$ cat src/rtl/rgb_pwm_driver.sv
// rgb_pwm_driver
//   Three-channel PWM output stage for the rainbow controller. A prescaler divides the system
//   clock into PWM steps, and a step counter walks PWM_MAX steps per frame. Duty words and the
//   enable input are captured only at the frame boundary, so a frame always runs to completion
//   with one consistent set of duties.
//
// Parameters
//   CLK_DIV     system clocks per PWM step (>= 2)
//   PWM_MAX     PWM steps per frame (2..127)
//   ACTIVE_LOW  1 = common-anode LED, pin low = lit
//
// Ports
//   I_CLK_100MHZ   in   system clock
//   I_RST          in   synchronous active-high reset, highest priority
//   I_EN           in   output enable, sampled at the frame boundary only
//   I_DUTY_R/G/B   in   7-bit duty, PWM steps lit per frame
//   O_LED_R/G/B    out  registered LED pins
//   O_FRAME_START  out  one-cycle pulse in the first cycle of each frame
module rgb_pwm_driver #(
  parameter int unsigned CLK_DIV    = 100,
  parameter int unsigned PWM_MAX    = 100,
  parameter int unsigned ACTIVE_LOW = 0
) (
  input  logic       I_CLK_100MHZ,
  input  logic       I_RST,
  input  logic       I_EN,
  input  logic [6:0] I_DUTY_R,
  input  logic [6:0] I_DUTY_G,
  input  logic [6:0] I_DUTY_B,
  output logic       O_LED_R,
  output logic       O_LED_G,
  output logic       O_LED_B,
  output logic       O_FRAME_START
);

  localparam int unsigned DIV_W     = (CLK_DIV > 1) ? $clog2(CLK_DIV) : 1;
  localparam logic        OFF_LEVEL = (ACTIVE_LOW != 0);

  localparam logic [DIV_W-1:0] DIV_LAST  = DIV_W'(CLK_DIV - 1);
  localparam logic [6:0]       STEP_LAST = 7'(PWM_MAX - 1);

  logic [DIV_W-1:0] r_div;
  logic [6:0]       r_step;
  logic [6:0]       shadow_r;
  logic [6:0]       shadow_g;
  logic [6:0]       shadow_b;
  logic             r_en_act;

  logic step;
  logic boundary;
  logic lit_r;
  logic lit_g;
  logic lit_b;

  always_comb begin
    step     = (r_div == DIV_LAST);
    boundary = step & (r_step == STEP_LAST);
    // Duties >= PWM_MAX keep the compare true for every step, so the pin never drops at the wrap.
    lit_r    = r_en_act & (r_step < shadow_r);
    lit_g    = r_en_act & (r_step < shadow_g);
    lit_b    = r_en_act & (r_step < shadow_b);
  end

  always_ff @(posedge I_CLK_100MHZ) begin
    if (I_RST) begin
      r_div         <= '0;
      r_step        <= '0;
      shadow_r      <= '0;
      shadow_g      <= '0;
      shadow_b      <= '0;
      r_en_act      <= 1'b0;
      O_LED_R       <= OFF_LEVEL;
      O_LED_G       <= OFF_LEVEL;
      O_LED_B       <= OFF_LEVEL;
      O_FRAME_START <= 1'b0;
    end else begin
      r_div <= step ? '0 : r_div + DIV_W'(1);

      if (boundary) begin
        r_step   <= '0;
        shadow_r <= I_DUTY_R;
        shadow_g <= I_DUTY_G;
        shadow_b <= I_DUTY_B;
        r_en_act <= I_EN;
      end else if (step) begin
        r_step <= r_step + 7'd1;
      end

      O_FRAME_START <= boundary;

      // Pins follow the compare one cycle later; the frame's lit run starts the cycle after
      // O_FRAME_START and is contiguous.
      O_LED_R <= lit_r ^ OFF_LEVEL;
      O_LED_G <= lit_g ^ OFF_LEVEL;
      O_LED_B <= lit_b ^ OFF_LEVEL;
    end
  end

endmodule

$ cat config.mk
export PLATFORM = sky130hd
export DESIGN_NAME = rgb_pwm_driver
export DESIGN_NICKNAME = d
export VERILOG_FILES = /design/src/rtl/rgb_pwm_driver.sv
export SDC_FILE = /design/constraint.sdc
export NUM_CORES = 1
export LEC_CHECK = 0
export CAP_MARGIN = 20
export CORE_ASPECT_RATIO = 2
export CORE_MARGIN = 2
export CORE_UTILIZATION = 50
export DETAILED_ROUTE_END_ITERATION = 16
export PLACE_DENSITY = 0.72
export SYNTH_ARGS = -nofsm -noshare
export SYNTH_HDL_FRONTEND = slang
export SYNTH_SLANG_ARGS = --single-unit
$ cat constraint.sdc
create_clock -name I_CLK_100MHZ -period 3.9 [get_ports I_CLK_100MHZ]
set_input_delay 0.78 -clock I_CLK_100MHZ [delete_from_list [all_inputs] [get_ports I_CLK_100MHZ]]
set_output_delay 0.78 -clock I_CLK_100MHZ [all_outputs]
set_load 0.01 [all_outputs]
==> run summary <==
Post-Syn Nets: 231
vias in the first global route: 1439
initial antenna violation count: 0
CTS Hold Bufs: 0
R2R Setup Slk: 1670 ps
via count: 1402
global-route wire length before repair: 6090 um
Core ar.: 3610 um^2
DRT iter0 DRCs: 14
Clock Tree Root: clkbuf_8
Synth warnings: 0
Fin. Hold Viols: 0
Hold EP: r_div[0]
worst-margin pin slew: 860 ps
placed inst area: 2160 um^2
DRC: 0
Die X: 47.3 um
most common cell after layout, fill and taps aside: dfxtp_1
reg2reg path depth: 5
Crit Reg-Reg Startpoint: r_div[0]
DRT Wirelength: 3580 um
fin util: 0.634
max_slew headroom: 0.426
RSZ-0062 raised after global routing: false
final clock skew: 8.22 ps
mapped cell area: 1870 um^2
# H-tree levels: 2
final std cells w/o fill: 265
CTS resizes: 0
fmax: 449 MHz
Routed Antenna Nets: 0
Tcrit/Tclk final: 0.571
Initial Utilization: 0.520
Die Footprint: 4280 um^2
Worst Path Arrival: 2450 ps
CP startpoint kind: flop
Power per Cell Area: 356 nW/um^2
placer's final routability congestion estimate: 0.873
placed cell count: 257
HP Start: r_div[0]
Final Hold Slack: 460 ps
Die Y-Extent: 90.6 um
Syn Inst Count: 187
clk_lat worst skew: 290 ps
Max Slew Vio Count: 0
TritonRoute pass-1 iters: 4
post-CTS setup buffer count: 0
maximum clock insertion buffer count: 2
CTS tree: done
share of post-route cells with drive strength above 1: 0.0556
Port Buffers: 27
Pleak: 0.940 nW
worst endpoint required time: 4130 ps
setup TNS: 0 ps
CP Capture Type: flop
drt wl/cell: 13.5 um
status: complete, no violations
Max FO, Critical Path: 22
Inserted Diodes: 0
number of buffers created by CTS: 5
Final Instance Area: 2290 um^2
Worst IR Drop VDD: 0.000364 V
most frequent cells in the layout: 40 x dfxtp_1, 27 x clkdlybuf4s50_1, 21 x a22o_1
Placement Rows: 31
area grow syn2layout: 22.0%
register area share after synthesis: 0.427
FF-to-FF End: shadow_r[0]
Clock Sink Count: 40
Crit Path Class: flop to flop
routed vias/inst: 5.29
DP HPWL: 2820 um
Distinct cells, synth: 29
Setup violations, final: 0
#FFs+latches synth: 40
gr usage total: 0.194
syn avg cell area: 10.0 um^2
hold-critical path depth: 1
max_cap viols: 0
crit path time final: 2230 ps
Final nets: 259
largest net degree at the start of global routing: 23
Tightest Hold Check Type: flop to flop
Worst-path clk slew: 70 ps
total grt overflow: 0
IO Pins: 28
[layer usage]
layer	track usage	wire length [um]
met4	0.111	136
met2	0.336	1990
met5	0	0
met1	0.188	1340
met3	0.0500	112
[sequential cells by signal, summed over array words and instances (netlist names)]
signal         count
O_FRAME_START      1
O_LED_B            1
O_LED_G            1
O_LED_R            1
r_div              7
r_en_act           1
r_step             7
shadow_b           7
shadow_g           7
shadow_r           7
[critical path, cell delays in order (launching register included)]
cell and delay, ps:
dfxtp_1 350, ha_1 230, and4bb_1 450, nand4_4 180, nor2_2 710, a22o_1 240
[cells in the mapped netlist]
cell type   n  area share
a21o_1      3       0.012
and3_1      3       0.010
nand3_1     6       0.016
nand4_4     1       0.011
a211o_1     3       0.014
and2_1      2      0.0067
nand2_1     7       0.014
nand4_1     3       0.010
xnor2_1     3       0.014
dfxtp_1    40        0.43
a31oi_1     6       0.020
xor2_1      7       0.033
a22o_1     21       0.098
inv_1      19       0.038
nor2b_1     1      0.0033
a21oi_1     5       0.013
ha_1       20        0.13
nor3_1      1      0.0027
nand2b_1    6       0.020
buf_2       3      0.0080
buf_6       2       0.012
nor2_2      1      0.0033
nor2_1     15       0.030
buf_4       1      0.0040
mux2i_1     2       0.011
nor2b_4     1      0.0073
nor4b_4     1       0.013
and4bb_1    1      0.0067
o21ai_0     3      0.0080
[cell type report]
cell class,count,area [um^2]
multi-input cells,122,957
flip-flops and latches,40,801
clock inverters,1,30.0
repair buffers,27,270
inverters,19,71.3
fillers,320,1320
well taps,49,61.3
clock buffers,7,96.3
[worst max path at each step]
stage,from,endpoint,slack (ps),depth (start not counted)
global placement,I_RST,shadow_b[1],1580,3
detailed placement,I_RST,shadow_r[0],1490,3
floorplan,r_div[0],shadow_b[0],2330,7
finish,r_div[0],shadow_r[0],1670,5
CTS,r_div[0],shadow_r[0],1630,5
global route,r_div[0],shadow_g[2],1490,5
[metrics by stage]
stage	power [W]	worst slack (ps)
floorplan	0.000433	2330
global placement	0.000457	1580
detailed placement	0.000458	1490
CTS	0.000825	1630
global route	0.000841	1490
finish	0.000815	1670
[logic make-up (layout without fill, tap and decap cells)]
family / count (synthesis) / count (layout) / share of synthesized area
xor+xnor: 10 / 10 / 0.0467
flops: 40 / 40 / 0.427
buf+inv: 25 / 54 / 0.0621
fa+ha+maj: 20 / 20 / 0.134
mux: 2 / 2 / 0.0107
simple gates: 49 / 49 / 0.154
compound gates: 41 / 41 / 0.166
[where the power goes]
part            total, W  internal (W)  switching [W]  leakage (nW)
Sequential      0.000413      0.000411     0.00000193         0.323
Clock           0.000367      0.000226       0.000141        0.0645
Combinational  0.0000358     0.0000236      0.0000122         0.553
(Power assumes the default switching activity.)
